<file path="src/rtl/maple_tx_sequencer.sv">
// Maple transmit packet sequencer. It frames a request header, the streamed payload and an XOR
// checksum into the transmitter's byte FIFO interface, then holds off a bus gap before the next request.
module maple_tx_sequencer #(
  parameter int GAP_CYCLES = 16
) (
  input  logic        clk,
  input  logic        reset,
  input  logic        req_valid,
  output logic        req_ready,
  input  logic [7:0]  req_cmd,
  input  logic [7:0]  req_dest,
  input  logic [7:0]  req_src,
  input  logic [7:0]  req_len,
  input  logic        pl_valid,
  output logic        pl_ready,
  input  logic [31:0] pl_data,
  output logic        tx_enable,
  input  logic        tx_busy,
  output logic        tx_empty,
  output logic [7:0]  tx_data,
  input  logic        tx_next,
  output logic        done,
  output logic        err
);
  localparam logic [15:0] GAP_LAST = 16'(GAP_CYCLES);

  typedef enum logic [2:0] {IDLE, START, STREAM, DRAIN, GAP} state_t;
  state_t state;

  logic [31:0] hdr, hold;
  logic        hold_vld, sticky;
  logic [10:0] idx, total;
  logic [8:0]  words_left;
  logic [7:0]  csum;
  logic [15:0] gap_cnt;

  logic        pl_acc, adv, is_last, in_hdr, at_csum, underrun, hold_vld_n, stay;
  logic [10:0] idx_n;
  logic [8:0]  words_left_n;
  logic [7:0]  csum_n, next_byte;
  logic [31:0] word_src;

  // tx_data already carries the byte on the wire, so the holding register is free
  // as soon as a word's byte3 has been loaded; the next word may land there at once.
  always_comb begin
    pl_acc       = pl_valid & pl_ready;
    adv          = (state == START || state == STREAM) && tx_next && !tx_empty;
    idx_n        = idx + 11'd1;
    is_last      = idx == total - 11'd1;
    in_hdr       = idx_n < 11'd4;
    at_csum      = idx_n == total - 11'd1;
    csum_n       = csum ^ tx_data;
    word_src     = hold_vld ? hold : pl_data;
    underrun     = adv && !is_last && !in_hdr && !at_csum && idx_n[1:0] == 2'd0 &&
                   !(hold_vld || pl_acc);
    stay         = !(adv && (is_last || underrun));
    if (in_hdr)       next_byte = hdr[{idx_n[1:0], 3'b000} +: 8];
    else if (at_csum) next_byte = csum_n;
    else              next_byte = word_src[{idx_n[1:0], 3'b000} +: 8];
    hold_vld_n   = hold_vld | pl_acc;
    if (adv && !is_last && !in_hdr && !at_csum && idx_n[1:0] == 2'd3) hold_vld_n = 1'b0;
    words_left_n = words_left - {8'd0, pl_acc};
  end

  always_ff @(posedge clk or negedge reset) begin
    if (!reset) begin
      state      <= IDLE;
      req_ready  <= 1'b1;
      pl_ready   <= 1'b0;
      tx_enable  <= 1'b0;
      tx_empty   <= 1'b1;
      tx_data    <= '0;
      done       <= 1'b0;
      err        <= 1'b0;
      hdr        <= '0;
      hold       <= '0;
      hold_vld   <= 1'b0;
      sticky     <= 1'b0;
      idx        <= '0;
      total      <= '0;
      words_left <= '0;
      csum       <= '0;
      gap_cnt    <= '0;
    end else begin
      tx_enable <= 1'b0;
      done      <= 1'b0;
      err       <= 1'b0;
      pl_ready  <= 1'b0;
      case (state)
        IDLE: if (req_valid && req_ready) begin
          hdr        <= {req_cmd, req_dest, req_src, req_len};
          total      <= {1'b0, req_len, 2'b00} + 11'd5;
          words_left <= {1'b0, req_len};
          idx        <= '0;
          csum       <= '0;
          sticky     <= 1'b0;
          hold_vld   <= 1'b0;
          req_ready  <= 1'b0;
          tx_enable  <= 1'b1;
          tx_empty   <= 1'b0;
          tx_data    <= req_len;
          state      <= START;
        end
        START, STREAM: begin
          state      <= STREAM;
          if (pl_acc) hold <= pl_data;
          hold_vld   <= hold_vld_n;
          words_left <= words_left_n;
          pl_ready   <= stay && words_left_n != 9'd0 && !hold_vld_n;
          if (adv) begin
            idx  <= idx_n;
            csum <= csum_n;
            if (!stay) begin
              tx_empty <= 1'b1;
              tx_data  <= '0;
              state    <= DRAIN;
              if (underrun) sticky <= 1'b1;
            end else begin
              tx_data <= next_byte;
            end
          end
        end
        DRAIN: if (!tx_busy) begin
          done    <= 1'b1;
          err     <= sticky;
          gap_cnt <= '0;
          state   <= GAP;
        end
        // The done cycle is the first GAP cycle; GAP_CYCLES idle cycles follow it.
        GAP: if (gap_cnt == GAP_LAST) begin
          req_ready <= 1'b1;
          state     <= IDLE;
        end else begin
          gap_cnt <= gap_cnt + 16'd1;
        end
        default: state <= IDLE;
      endcase
    end
  end
endmodule

</file>
<file path="config.mk">
export PLATFORM = sky130hd
export DESIGN_NAME = maple_tx_sequencer
export DESIGN_NICKNAME = d
export VERILOG_FILES = /design/src/rtl/maple_tx_sequencer.sv
export SDC_FILE = /design/constraint.sdc
export NUM_CORES = 1
export LEC_CHECK = 0
export ABC_AREA = 1
export ABC_CLOCK_PERIOD_IN_PS = 5100
export BUFFER_PORTS_ARGS = -buffer_cell sky130_fd_sc_hd__buf_2
export CAP_MARGIN = 15
export CELL_PAD_IN_SITES_DETAIL_PLACEMENT = 0
export CELL_PAD_IN_SITES_GLOBAL_PLACEMENT = 2
export CORE_ASPECT_RATIO = 0.5
export CORE_MARGIN = 3
export CORE_UTILIZATION = 38
export CTS_CLUSTER_DIAMETER = 100
export DETAILED_ROUTE_END_ITERATION = 8
export MAX_ROUTING_LAYER = met4
export PLACE_DENSITY_LB_ADDON = 0.1
export SLEW_MARGIN = 5
export SYNTH_ARGS = -nofsm -noshare
export SYNTH_HDL_FRONTEND = slang
export SYNTH_SLANG_ARGS = --single-unit
</file>
<file path="constraint.sdc">
create_clock -name clk -period 5.1 [get_ports clk]
set_clock_uncertainty 0.1 [all_clocks]
set_input_delay 0.255 -clock clk [delete_from_list [all_inputs] [get_ports clk]]
set_output_delay 0.255 -clock clk [all_outputs]
set_load 0.005 [all_outputs]
</file>
Word-level counts from Yosys, hierarchy flattened
Cells that the tools add are included.

Bitwise gates (word level): 3. Add/subtract/negate cells: 5. Reductions and logical operators: 38. Shift-type cells: 2. Equality and inequality tests: 15. Muxes and demuxes: 43. Order comparisons: 1.

Operators with widths (count): variable part select 32 x 6 -> 8 bit (2); 2-to-1 mux 8 bit (7); 2-to-1 mux 16 bit (2); 2-to-1 mux 32 bit (1); one-hot mux 16 bit (2 select lines) (1); one-hot mux 8 bit (2 select lines) (2); equality test 11 bit (2); 2-to-1 mux 11 bit (2); one-hot mux 11 bit (2 select lines) (1); one-hot mux 9 bit (2 select lines) (1); 2-to-1 mux 1 bit (17); adder 16 x 1 -> 16 bit, second input constant (1); equality test 16 x 5 -> 1 bit, second input constant (1); != test 2 bit, second input constant (7); logical AND 1 bit (12); one-hot mux 3 bit (4 select lines) (1); AND reduction 3 bit (4); adder 10 x 3 -> 11 bit, second input constant (1); adder 11 x 1 -> 11 bit, second input constant (1); < comparator 11 x 3 -> 1 bit, second input constant (1); subtractor 11 x 1 -> 11 bit, second input constant (1); 2-to-1 mux 3 bit (3); 2-to-1 mux 9 bit (1); nonzero test 9 bit (1); 18 further kinds (34).

Bits in registers: 138. Logic and storage cells: 124. Output and inout port bits: 14. Input bits: 70.

Logic depth before layout (Yosys ltp)
Word-level depth: 15. Mapped depth: 17. Gate-level depth less buffers: 17.

Worst setup path before layout
No wires, ideal clock.

Path kind: register -> register. Start: register idx[0]. End: register tx_data[1]. Required time: 4.927 ns. Arrival: 2.345 ns. Library setup time: 0.073 ns. Slack: 2.582 ns. Stages on the path, launching flop included: 15. Path through: dfrtp_1 > buf_2 > clkinv_1 > clkbuf_1 > ha_1 > a21oi_1 > a21oi_1 > nand4_1 > nor2_8 > nand2_4 > nand3_4 > nand2_4 > nand2_8 > nand3_2 > a21oi_2.

Word-level cells in the longest chain between the ends: 12. Elaborated cells on any way between the ends: 22. Those cells by class: add/sub (1); order compare (1); eq/ne (2); shift (2); mux (5); reduce/logical (11).

Ends and longest elaborated chain: start, declared (RTL line 32) `logic [10:0] idx, total;`; start signal, assigned (RTL line 111) `idx <= idx_n;`; adder 11 x 1 -> 11 bit / equality test 11 bit (equally long branches) (RTL line 48, 49); < comparator 11 x 3 -> 1 bit / zero test 1 bit (equally long branches) (RTL line 50, 54); zero test 1 bit / logical AND 1 bit (equally long branches) (RTL line 54) `underrun = adv && !is_last && !in_hdr && !at_csum && idx_n[1:0] == 2'd0 &&`; logical AND 1 bit (4 in a row) (RTL line 54); logical OR 1 bit (RTL line 56) `stay = !(adv && (is_last || underrun));`; logical AND 1 bit (RTL line 56); 2-to-1 mux 8 bit (*) (RTL line 113) `if (!stay) begin`; 2-to-1 mux 8 bit (*) (RTL line 110) `if (adv) begin`; one-hot mux 8 bit (2 select lines) (*) (RTL line 89) `case (state)`; end signal, assigned (RTL line 101) `tx_data <= req_len;`; end signal, assigned (RTL line 119) `tx_data <= next_byte;`; end, declared (RTL line 20) `output logic [7:0] tx_data,`.

Every way passes the cells marked *; elsewhere a longest branch is shown, timed or not. The select of a mux whose other input is x is not followed. A chain may end at the register's enable or synchronous reset.

Worst setup path in the final report
Start: register idx[0]. End: register tx_data[4].

The elaborated chain is that of the path after synthesis.

==> summary.txt <==
Yosys
  – Top cells by area, synth: dfrtp_1, nand2_1, o21ai_0
  – Distinct cells, synth: 47
  – Sequential area share after synthesis: 43.06%
  – Post-Syn Area per Cell: slightly below 8 um^2
  – Syn Nets: 1,102
  – #FFs+latches synth: 137
  – Post-synthesis cell area: about 8000 um^2
  – Share of the synthesized area in the top cell type: a little over two fifths
  – Post-synth top area cell: dfrtp_1
  – Synth Instances: roughly 1,000
  – Synth Warn #: 0

Drt
  – DR pass1 iterations: 5
  – Total number of vias: 7,228
  – Drt wl/cell: roughly 16 um
  – Remaining DRCs: 0
  – Antenna viol nets, final: 0
  – DRT iter0 DRCs: ~570
  – Routed wire length: approximately 24,000 um
  – Via density: 5.047

Placement
  – Placer Congestion: 0.8102
  – Hpwl dp: about 17,000 um
  – Number of port buffers: between 80 and 90
  – Placed inst area: 8646 um^2
  – Placed Cells: 1,346

GRT
  – Met2 Use GR: a little under a third
  – GRT overflow: 0
  – Met3 GRT Util: under 10%
  – Largest net degree at the start of global routing: 83
  – Met1 Resource Use GR: 33.32%
  – Initial antenna violation count: 0
  – Gr usage total: 22.29%
  – Most Used Layer, Global Route: met1
  – Number of global-route vias before repair: between 6,000 and 7,000
  – Global-route wire length before repair: roughly 38,000 um

Setup path
  – Cell family with most CP delay: flip-flops
  – CP max stage delay: approximately 1 ns
  – Worst R2R Start: idx[0]$_DFFE_PN0P_
  – R2R depth: 12
  – CP Data Arrival Time: a little under 4 ns
  – Crit-path max FO: 29
  – CP endpoint kind: flop
  – Critical path depth: 12
  – Startpoint Class: flop
  – CP Class: flop to flop
  – End of the worst register-to-register path: tx_data[4]$_DFFE_PN0P_
  – CP Launch Point: idx[0]$_DFFE_PN0P_
  – Buf/Inv on CP: 1
  – Max stage delay cell, worst path: dfrtp_1
  – CP Cell Sequence: clkinv_1 -> ha_1 -> a21oi_1 -> a21oi_1 -> nand4_1 -> nor2_8 -> nand2_4 -> nand3_4 -> nand2_4 -> nand2_8 -> nand3_2 -> a21oi_2
  – Worst reg-to-reg setup slack: 1.51 ns
  – CP required: about 5.4 ns

Worst hold path
  – WHS Path Cells: 3
  – Worst Hold Endpoint: hold[20]$_DFFE_PN0P_
  – Hold Path Class: input port to flop
  – Hold_sp: pl_data[20]

Final layout
  – Sequential cell area: between 3000 and 4000 um^2
  – Share of cells above drive strength 1: 17.67%
  – # diodes: 0
  – Final net count: 1,231
  – Fin area: between 9000 and 10,000 um^2
  – Multi-input gate area: 3995 um^2
  – P&R area growth vs syn: 23.70%
  – Finished Layout Cells: ~1,400
  – Fill cells: roughly 2,000

Timing
  – Unrepaired setup endpoints after global routing: false
  – Slew Viols, Final: 0
  – Final setup fails: 0
  – Setup TNS: 0 ns
  – Fmax: between 200 and 300 MHz
  – Max-slew headroom: 31.25%
  – Crit path time final: roughly 3.6 ns
  – Final cycle utilization of the critical path: between 70 and 80%
  – Worst slew pin tran: between 1 and 1.5 ns
  – Final Hold Vio Count: 0

Die
  – FP Rows: 36
  – Full die area: ~23,000 um^2
  – Die extent in y: between 100 and 150 um
  – Core Box Area: around 20,000 um^2
  – Starting Density: between 30 and 40%
  – Top-Level Pins: 84
  – Die Width: 210.8 um

Pwr
  – Pwr per Cell Area: between 600 and 700 nW/um^2
  – Worst VDD drop: around 0.00027 V
  – Leakage: roughly 0.0048 uW

Clock network
  – Root Buffer: clkbuf_16
  – Longest Clk Path Bufs: 2
  – CTS tree: built
  – Clock transition at the registers of the reported paths: approximately 0.06 ns
  – Sink Count: approximately 140
  – Inserted Clock Buffers: 17
  – CTS H-tree depth: 4
  – Clock Latency Late Sink: between 0.4 and 0.5 ns
  – Post-CTS resize count: 0

Flow run
  – Maxcap violations: 0

Run status
  – Outcome: complete, no violations
[synthesized netlist by cell type (all sizes together)]
| master | n |
|---|---|
| nor3b | 1 |
| a21oi | 58 |
| ha | 8 |
| inv | 103 |
| clkbuf | 28 |
| o311ai | 5 |
| a31oi | 1 |
| or3 | 1 |
| o22ai | 13 |
| nor2 | 77 |
| o31ai | 2 |
| nor3 | 13 |
| mux2 | 15 |
| nand3 | 75 |
| clkinv | 5 |
| nand4 | 16 |
| xnor2 | 13 |
| o21ai | 98 |
| o221ai | 5 |
| a211oi | 1 |
| dfrtp | 135 |
| dfstp | 2 |
| xor2 | 9 |
| mux2i | 8 |
| nand3b | 1 |
| nor4 | 5 |
| buf | 7 |
| or2 | 1 |
| nand2 | 313 |
| o211ai | 3 |
| and2 | 2 |
[worst max path at each step]
| stage | end |
|---|---|
| after CTS | tx_data[7]$_DFFE_PN0P_ |
| after detailed placement | tx_data[7]$_DFFE_PN0P_ |
| after floorplan | tx_data[1]$_DFFE_PN0P_ |
| after global routing | tx_data[4]$_DFFE_PN0P_ |
| after global placement | tx_data[7]$_DFFE_PN0P_ |
| final | tx_data[4]$_DFFE_PN0P_ |
[per-stage QoR]
stage / util (%) / hold WS [ns] / power, uW / worst slack, ns
floorplan: - / -0.1406 / 3919 / 2.582
global placement: 43.23 / 0.2801 / 4731 / 1.590
detailed placement: 43.23 / 0.2810 / 4744 / 1.526
CTS: 49.28 / 0.0002693 / 6225 / 1.499
global route: 49.28 / 0.01545 / 6720 / 1.207
finish: 49.28 / 0.01347 / 6207 / 1.510
[layout make-up]
type,instances,area share (%)
inverter,108,4.113
clock inverter,11,2.222
sequential,137,34.81
multi-input combinational,744,40.54
clock buffer,21,4.570
tap,266,3.377
timing repair buffer,145,10.37
[repair_timing]
action                                 CTS  global route
endpoints found under the hold margin  133             0
hold buffers                            54             0
setup endpoints to repair                0             0
setup buffers                            0             0
[cell families after synthesis]
family	Yosys count	synth area share, %
adders and majority gates	8	1.256
xor gates and xnor gates	22	2.654
buffers and inverters	143	6.862
AOI/OAI and AO/OA	186	13.03
muxes	23	3.125
DFF	137	43.06
and+or+nand+nor	505	30.01
[where the power goes]
part	internal [uW]	switching (uW)
clock	931	489
sequential	1550	368
combinational	1020	1850
[cells in the final DEF (no fill, tap or decap), drive strengths merged, types with 15 or more instances in the layout]
master,count
nand4,16
dfrtp,135
nand3,75
mux2,15
nand2,313
buf,91
a21oi,58
nor2,77
o21ai,98
dlygate4sd3,54
inv,103
clkbuf,21
[sequential cells by signal (all words and copies together) (netlist names)]
name / count
words_left: 9
err: 1
sticky: 1
gap_cnt: 16
done: 1
req_ready: 1
tx_enable: 1
tx_data: 8
hold_vld: 1
total: 10
state: 3
hold: 32
csum: 8
hdr: 32
tx_empty: 1
pl_ready: 1
idx: 11
[metal layers]
layer | part of all wire (%) | up-vias
li1 | - | 3632
met1 | 54 | 3418
met2 | 41 | 160
met3 | 4.6 | 18
met4 | 0.86 | 0
met5 | 0 | -
[worst reg2reg max path, cell delays in order (launching register included)]
cell and delay (ns):
dfrtp_1 1.02, clkinv_1 0.24, ha_1 0.81, a21oi_1 0.08, a21oi_1 0.15, nand4_1 0.22, nor2_8 0.25, nand2_4 0.13
nand3_4 0.11, nand2_4 0.07, nand2_8 0.11, nand3_2 0.08, a21oi_2 0.14
(Power assumes the default switching activity.)
